File: config.mk
export PLATFORM = sky130hd
export DESIGN_NAME = data_memory_arbiter_flat
export DESIGN_NICKNAME = d
export VERILOG_FILES = /design/src/rtl/data_memory_arbiter_pkg.sv /design/src/rtl/data_memory_arbiter_if.sv /design/src/rtl/data_memory_arbiter_starve_ctr.sv /design/src/rtl/data_memory_arbiter.sv /design/src/flat_wrapper.sv
export SDC_FILE = /design/constraint.sdc
export NUM_CORES = 1
export LEC_CHECK = 0
export CORE_AREA = 2 2 107 109
export CTS_BUF_LIST = sky130_fd_sc_hd__clkbuf_16
export DETAILED_ROUTE_END_ITERATION = 7
export DIE_AREA = 0 0 109 111
export DONT_BUFFER_PORTS = 1
export MAX_ROUTING_LAYER = met4
export PLACE_DENSITY_LB_ADDON = 0.12
export SLEW_MARGIN = 25
export SYNTH_ARGS = -nofsm -noshare
export SYNTH_HDL_FRONTEND = slang
export SYNTH_SLANG_ARGS = --single-unit
File: constraint.sdc
create_clock -name clk -period 0.8 [get_ports clk]
set_input_delay 0.04 -clock clk [delete_from_list [all_inputs] [get_ports clk]]
set_output_delay 0.04 -clock clk [all_outputs]
set_load 0.005 [all_outputs]
File: src/rtl/data_memory_arbiter_pkg.sv
// data_mem_arb_pkg: owner encoding, strobe constants and default width for the data memory arbiter
package data_mem_arb_pkg;
  typedef enum logic [1:0] {OWN_NONE, OWN_IF, OWN_LS} owner_e;
  localparam logic [3:0] STRB_ALL = 4'hF;
  localparam logic [3:0] STRB_NONE = 4'h0;
  localparam int ADDR_W = 30;
endpackage

File: src/rtl/data_memory_arbiter_if.sv
// data_memory_arbiter_if: fetch, load/store and SRAM port signals shared through the arbiter
interface data_memory_arbiter_if #(parameter int ADDR_W = data_mem_arb_pkg::ADDR_W);
  logic              flush;
  logic              if_req_valid;
  logic              if_req_ready;
  logic [ADDR_W-1:0] if_req_addr;
  logic              if_rsp_valid;
  logic [31:0]       if_rsp_data;
  logic              ls_req_valid;
  logic              ls_req_ready;
  logic [ADDR_W-1:0] ls_req_addr;
  logic [3:0]        ls_req_ce;
  logic [3:0]        ls_req_we;
  logic [31:0]       ls_req_d;
  logic              ls_rsp_valid;
  logic [31:0]       ls_rsp_data;
  logic [ADDR_W-1:0] mem_addr;
  logic [3:0]        mem_ce;
  logic [3:0]        mem_we;
  logic [31:0]       mem_d;
  logic [31:0]       mem_q;
  modport slave (
    input  flush, if_req_valid, if_req_addr, ls_req_valid, ls_req_addr, ls_req_ce, ls_req_we, ls_req_d, mem_q,
    output if_req_ready, if_rsp_valid, if_rsp_data, ls_req_ready, ls_rsp_valid, ls_rsp_data,
           mem_addr, mem_ce, mem_we, mem_d
  );
  modport master (
    output flush, if_req_valid, if_req_addr, ls_req_valid, ls_req_addr, ls_req_ce, ls_req_we, ls_req_d, mem_q,
    input  if_req_ready, if_rsp_valid, if_rsp_data, ls_req_ready, ls_rsp_valid, ls_rsp_data,
           mem_addr, mem_ce, mem_we, mem_d
  );
endinterface

File: src/rtl/data_memory_arbiter_starve_ctr.sv
// arb_starve_ctr: counts cycles a waiting fetch loses arbitration; ovr lets it win once saturated
module arb_starve_ctr #(
    parameter int STARVE_MAX = 4
) (
    input  logic clk,
    input  logic reset,
    input  logic flush,
    input  logic if_valid,
    input  logic if_grant,
    output logic ovr
);
  localparam int W = $clog2(STARVE_MAX + 1);
  localparam logic [W-1:0] MAX = W'(STARVE_MAX);
  logic [W-1:0] cnt;
  always_ff @(posedge clk or posedge reset) begin
    if (reset) cnt <= '0;
    else if (!if_valid || if_grant) cnt <= '0;
    else if (!flush && cnt != MAX) cnt <= cnt + 1'b1;
  end
  assign ovr = cnt == MAX;
endmodule

File: src/rtl/data_memory_arbiter.sv
// data_memory_arbiter: shares one sync-read SRAM between fetch and load/store, LS priority.
// ARB_STARVE_GUARD_EN adds a starvation guard that lets a stalled fetch win after STARVE_MAX losses.
module data_memory_arbiter
  import data_mem_arb_pkg::*;
#(
    parameter int STARVE_MAX = 4
) (
    input logic clk,
    input logic reset,
    data_memory_arbiter_if.slave bus
);
  owner_e owner;
  logic ovr, if_pend, ls_pend;
`ifdef ARB_STARVE_GUARD_EN
  arb_starve_ctr #(.STARVE_MAX(STARVE_MAX)) u_starve_ctr (
      .clk(clk),
      .reset(reset),
      .flush(bus.flush),
      .if_valid(bus.if_req_valid),
      .if_grant(bus.if_req_ready),
      .ovr(ovr)
  );
`else
  logic starve_unused;
  assign ovr = 1'b0;
  assign starve_unused = STARVE_MAX > 0;
`endif
  always_comb begin
    owner = reset ? OWN_NONE
          : (bus.if_req_valid && !bus.flush && (!bus.ls_req_valid || ovr)) ? OWN_IF
          : bus.ls_req_valid ? OWN_LS : OWN_NONE;
    bus.mem_addr = owner == OWN_IF ? bus.if_req_addr : owner == OWN_LS ? bus.ls_req_addr : '0;
    bus.mem_ce = owner == OWN_IF ? STRB_ALL : owner == OWN_LS ? bus.ls_req_ce : STRB_NONE;
    bus.mem_we = (owner == OWN_LS && !bus.flush) ? bus.ls_req_we : STRB_NONE;
    bus.mem_d = owner == OWN_LS ? bus.ls_req_d : '0;
  end
  assign bus.if_req_ready = owner == OWN_IF;
  assign bus.ls_req_ready = owner == OWN_LS;
  always_ff @(posedge clk or posedge reset) begin
    if (reset) begin
      if_pend <= 1'b0;
      ls_pend <= 1'b0;
    end else begin
      if_pend <= owner == OWN_IF;
      ls_pend <= owner == OWN_LS && |bus.ls_req_ce && ~|bus.ls_req_we && !bus.flush;
    end
  end
  // a flush in the response cycle kills the in-flight fetch only
  assign bus.if_rsp_valid = if_pend && !bus.flush;
  assign bus.ls_rsp_valid = ls_pend;
  assign bus.if_rsp_data = bus.if_rsp_valid ? bus.mem_q : '0;
  assign bus.ls_rsp_data = bus.ls_rsp_valid ? bus.mem_q : '0;
endmodule

File: src/flat_wrapper.sv
// flat-port wrapper written by rule: the top's interface ports become plain ports
module data_memory_arbiter_flat import data_mem_arb_pkg::*;
#(
    parameter int STARVE_MAX = 4
)
  (clk, reset, bus_flush, bus_if_req_valid, bus_if_req_addr, bus_ls_req_valid, bus_ls_req_addr, bus_ls_req_ce, bus_ls_req_we, bus_ls_req_d, bus_mem_q, bus_if_req_ready, bus_if_rsp_valid, bus_if_rsp_data, bus_ls_req_ready, bus_ls_rsp_valid, bus_ls_rsp_data, bus_mem_addr, bus_mem_ce, bus_mem_we, bus_mem_d);
  data_memory_arbiter_if #(.ADDR_W(30)) bus_i ();
  input logic clk;
  input logic reset;
  input wire logic [$bits(bus_i.flush)-1:0] bus_flush;
  input wire logic [$bits(bus_i.if_req_valid)-1:0] bus_if_req_valid;
  input wire logic [$bits(bus_i.if_req_addr)-1:0] bus_if_req_addr;
  input wire logic [$bits(bus_i.ls_req_valid)-1:0] bus_ls_req_valid;
  input wire logic [$bits(bus_i.ls_req_addr)-1:0] bus_ls_req_addr;
  input wire logic [$bits(bus_i.ls_req_ce)-1:0] bus_ls_req_ce;
  input wire logic [$bits(bus_i.ls_req_we)-1:0] bus_ls_req_we;
  input wire logic [$bits(bus_i.ls_req_d)-1:0] bus_ls_req_d;
  input wire logic [$bits(bus_i.mem_q)-1:0] bus_mem_q;
  output wire logic [$bits(bus_i.if_req_ready)-1:0] bus_if_req_ready;
  output wire logic [$bits(bus_i.if_rsp_valid)-1:0] bus_if_rsp_valid;
  output wire logic [$bits(bus_i.if_rsp_data)-1:0] bus_if_rsp_data;
  output wire logic [$bits(bus_i.ls_req_ready)-1:0] bus_ls_req_ready;
  output wire logic [$bits(bus_i.ls_rsp_valid)-1:0] bus_ls_rsp_valid;
  output wire logic [$bits(bus_i.ls_rsp_data)-1:0] bus_ls_rsp_data;
  output wire logic [$bits(bus_i.mem_addr)-1:0] bus_mem_addr;
  output wire logic [$bits(bus_i.mem_ce)-1:0] bus_mem_ce;
  output wire logic [$bits(bus_i.mem_we)-1:0] bus_mem_we;
  output wire logic [$bits(bus_i.mem_d)-1:0] bus_mem_d;
  assign bus_i.flush = bus_flush;
  assign bus_i.if_req_valid = bus_if_req_valid;
  assign bus_i.if_req_addr = bus_if_req_addr;
  assign bus_i.ls_req_valid = bus_ls_req_valid;
  assign bus_i.ls_req_addr = bus_ls_req_addr;
  assign bus_i.ls_req_ce = bus_ls_req_ce;
  assign bus_i.ls_req_we = bus_ls_req_we;
  assign bus_i.ls_req_d = bus_ls_req_d;
  assign bus_i.mem_q = bus_mem_q;
  assign bus_if_req_ready = bus_i.if_req_ready;
  assign bus_if_rsp_valid = bus_i.if_rsp_valid;
  assign bus_if_rsp_data = bus_i.if_rsp_data;
  assign bus_ls_req_ready = bus_i.ls_req_ready;
  assign bus_ls_rsp_valid = bus_i.ls_rsp_valid;
  assign bus_ls_rsp_data = bus_i.ls_rsp_data;
  assign bus_mem_addr = bus_i.mem_addr;
  assign bus_mem_ce = bus_i.mem_ce;
  assign bus_mem_we = bus_i.mem_we;
  assign bus_mem_d = bus_i.mem_d;
  data_memory_arbiter #(.STARVE_MAX(STARVE_MAX)) u_core (.clk(clk), .reset(reset), .bus(bus_i));
endmodule
# Yosys cells after proc, flatten, opt, wreduce, memory -nomap -nowiden
# Cells that the tools add are included.
# op_classes
n_eq_ne,2
muxes,11
reduce_logical,12
# op_table
cell,count
32-bit 2-to-1 mux,3
30-bit 2-to-1 mux,2
4-bit 2-to-1 mux,3
4-bit OR reduction,2
1-bit logical AND,7
2-bit 2-to-1 mux,3
1-bit zero test,3
"2-bit by 1-bit equality test with 1-bit output, second input constant",1
"2-bit equality test, second input constant",1
# totals
regBits,2

# Logic depth before layout (Yosys ltp)
# logic_depth
depth_word,9
ltp_mapped,4

# Least setup slack after synthesis
# OpenSTA, ideal clock, no wires.
# synth_timing
path_type,register to output
start,register u_core.if_pend
end,output bus_if_rsp_data[22]
t_arrival_ns,0.881
required_time_ns,0.760
path_slack_ns,-0.121
stages_incl_launch_ff,4
cell_sequence,dfrtp_1 -> and2b_2 -> clkbuf_1 -> and2_1
# synth_via
elab_chain_len,2
# synth_rtl
element,line,text
"start, declared",data_memory_arbiter.sv:13,"logic ovr, if_pend, ls_pend;"
"start signal, assigned",data_memory_arbiter.sv:41,if_pend <= 1'b0;
"start signal, assigned",data_memory_arbiter.sv:44,if_pend <= owner == OWN_IF;
1-bit logical AND,data_memory_arbiter.sv:49,assign bus.if_rsp_valid = if_pend && !bus.flush;
named net bus_if_rsp_valid,flat_wrapper.sv:20,output wire logic [$bits(bus_i.if_rsp_valid)-1:0] bus_if_rsp_valid;
32-bit 2-to-1 mux,data_memory_arbiter.sv:51,assign bus.if_rsp_data = bus.if_rsp_valid ? bus.mem_q : '0;
"end, declared",flat_wrapper.sv:21,output wire logic [$bits(bus_i.if_rsp_data)-1:0] bus_if_rsp_data;
# The timed path passes the listed nets, and every way through them passes these cells.

# Final worst setup path
# layout_timing
start,register u_core.if_pend
end,output bus_if_rsp_data[2]
# layout_via
elab_chain_len,2
# layout_rtl
element,line
1-bit logical AND,data_memory_arbiter.sv:49
32-bit 2-to-1 mux,data_memory_arbiter.sv:51
# No other way between the ends.

==> results.md <==
- GRT overflow: 0
- Unrepaired setup endpoints after global routing: true
- Crit Path Max Fanout: 8
- Fillers: 1233
- Non-filler cells, final: 309
- Initial Util: 10.47%
- Post-synthesis sequential area ratio: 4.315%
- Sequential fraction of design power: 8.1%
- Clk pwr share: 57.9%
- H-tree depth: 1
- DIE AREA: 12100 µm²
- Clock root buffer: clkbuf_16
- Final Max Tran Viols: 0
- Max Freq: 899.5 MHz
- Yosys cell types: 17
- Slowest stage cell on the critical path: dfrtp_1
- Yosys reg bits: 2
- DRC: 0
- Syn_nets: 297
- Port bufs: 0
- Final hold violation count: 0
- # IOs: 275
- Yosys warns: 0
- Largest delay contributor family on the critical path: simple AND/OR/NAND/NOR gates
- Final antenna-violating net count: 0
- Sw frac: 24.47%
- Initial DRC Count: 13
- Max-Cap Viols: 0
- Area Growth Syn to Fin: 53.94%
- HP Start: bus_ls_req_we[3]
- Maximum number of pins on one net before global-route repair: 55
- Total CTS buffers: 3
- Class of the most critical setup path: reg2out
- Nets: 305
- Internal power: 0.9802 mW
- Slew headroom: 80.36%
- Logic pwr share: 34.0%
- Setup TNS: -17240 ps
- Crit path DAT: 1070 ps
- Clk sinks: 2
- CP max stage delay: 410 ps
- Post-Place Cells: 295
- Total Routing Usage GR: 9.536%
- Number of buffer and inverter stages on the critical path: 0
- Pwr dens: 726.8 nW/µm²
- Sw Pwr: 0.3175 mW
- # setup viols final: 100
- Avg Vias per Cell: 4.191
- Vias in the first global route: 1219
- Hold Crit Class: in2reg
- CP required: 760 ps
- Post-synth design cell area: 1160 µm²
- Final min period: 1112 ps
- Crit. End Element: output port
- Critical path, cell by cell: and2b_2, and2_4
- Gpl congestion: 0.6808
- Core Area: 11080 µm²
- Clock transition at path regs: 30 ps
- Pleak: 0.7721 nW
- Initial antenna violation count: 0
- Final Power: 1.298 mW
- Drt pass-1 iters: 3
- Outcome: finished with violations
- Final WL: 6.466 mm
- Wire length of the first global-routing pass: 7.969 mm
- Final worst-path cycle share: 139.0%
- Critical path startpoint category: flip-flop
- WL per Instance: 20.93 µm
- Post-layout util: 16.12%
- CTS Buffer Depth: 2
- Hold WS: 69.50 ps
- Die width: 109 µm
- Worst-Margin Slew: 291.9 ps
- Vias: 1295
- N_diodes: 0
- Mapped Cells: 160
- Mean Syn Cell Area: 7.249 µm²
- Worst Hold End: u_core.bus.ls_rsp_valid$_DFF_PP0_
- Failing checks: negative setup slack
- VDD IR-drop max: 0.0004560 V
- Hold depth: 2
- Clock tree from TritonCTS: done
- Row count: 39
- Post-route setup slack: -311.8 ps
- Share of cells above drive strength 1: 39.76%
- Die H: 111 µm
## flip-flops by register name (all words and copies together), names as in the netlist
name                     cells
u_core.if_pend               1
u_core.bus.ls_rsp_valid      1
## synth_stat cells
master | count | area, µm²
buf_2 | 2 | 10.01
inv_1 | 1 | 3.750
a22o_2 | 9 | 90.09
nor2b_2 | 1 | 8.760
clkbuf_1 | 9 | 33.78
or4_1 | 1 | 7.510
a21o_2 | 4 | 35.03
buf_6 | 4 | 45.04
a22o_1 | 21 | 183.9
nor4_1 | 1 | 6.260
dfrtp_1 | 2 | 50.05
and2b_2 | 1 | 8.760
clkbuf_8 | 1 | 13.76
and2_1 | 100 | 625.6
nor3b_1 | 1 | 7.510
nor4b_4 | 1 | 23.77
and3_1 | 1 | 6.260
## cell type report
type / count / area [µm²] / area share (%)
Clock buffer: 3 / 75.07 / 4.205
Timing Repair Buffer: 16 / 249.0 / 13.95
Inverter: 1 / 3.754 / 0.2102
Multi-Input combinational cell: 144 / 1229 / 68.82
Sequential cell: 2 / 50.05 / 2.803
Tap cell: 143 / 178.9 / 10.02
## cell usage in the layout (no fill, tap or decap), types with 2 or more instances in the layout
master and instances:
a22o_1 17, and2_1 75, and2_4 25, a22o_4 13
a21o_4 4, and2b_4 3, dfrtp_1 2, clkbuf_16 3
buf_12 7, buf_6 3, buf_4 3
## power by group through the flow
| stage | registers [mW] | clock network (mW) | logic [mW] |
|---|---|---|---|
| finish | 0.106 | 0.751 | 0.441 |
| global route | 0.106 | 0.771 | 0.475 |
| CTS | 0.105 | 0.755 | 0.448 |
| detailed placement | 0.105 | 0 | 0.335 |
| global placement | 0.105 | 0 | 0.337 |
| floorplan | 0.105 | 0 | 0.276 |
## worst max-delay path by stage
| stage | startpoint | to | cells after the start |
|---|---|---|---|
| 2_1_floorplan | u_core.if_pend$_DFF_PP0_ | bus_if_rsp_data[10] | 3 |
| 3_3_place_gp | u_core.if_pend$_DFF_PP0_ | bus_if_rsp_data[19] | 2 |
| 3_5_place_dp | u_core.if_pend$_DFF_PP0_ | bus_if_rsp_data[19] | 2 |
| 4_1_cts | u_core.if_pend$_DFF_PP0_ | bus_if_rsp_data[19] | 2 |
| 5_1_grt | u_core.if_pend$_DFF_PP0_ | bus_if_rsp_data[29] | 2 |
| 6_report | u_core.if_pend$_DFF_PP0_ | bus_if_rsp_data[2] | 2 |
## stage by stage
stage	worst slack [ps]	area, µm²
CTS	-280.3	1733
global route	-325.8	1785
global placement	-166.1	1346
detailed placement	-160.6	1346
floorplan	-88.33	1180
finish	-311.8	1785
## kinds of logic (layout without fill, tap and decap cells)
kind of cell,count (synthesis),after routing,share of synthesized area (%)
flip-flops,2,2,4.315
AO/OA/AOI/OAI,34,34,26.65
buffers and inverters,17,20,9.168
AND/OR/NAND/NOR,107,110,59.87
## per-layer routing
| metal | wire length, µm | global-route usage, % | part of all wire, % |
|---|---|---|---|
| met5 | 0 | - | 0 |
| met4 | 44 | 1.795 | 0.68 |
| met3 | 679 | 1.764 | 11 |
| met2 | 3794 | 19.75 | 59 |
| met1 | 1947 | 8.683 | 30 |
## repair_timing
item,in CTS,in global routing
gates resized for setup,27,35
cloned,5,2
endpoints found under the setup margin,100,101
hold buffers,1,0
hold endpoints to repair,2,0
pin swaps,7,24
buffers inserted,5,1
Power figures use the tool's default switching activity.
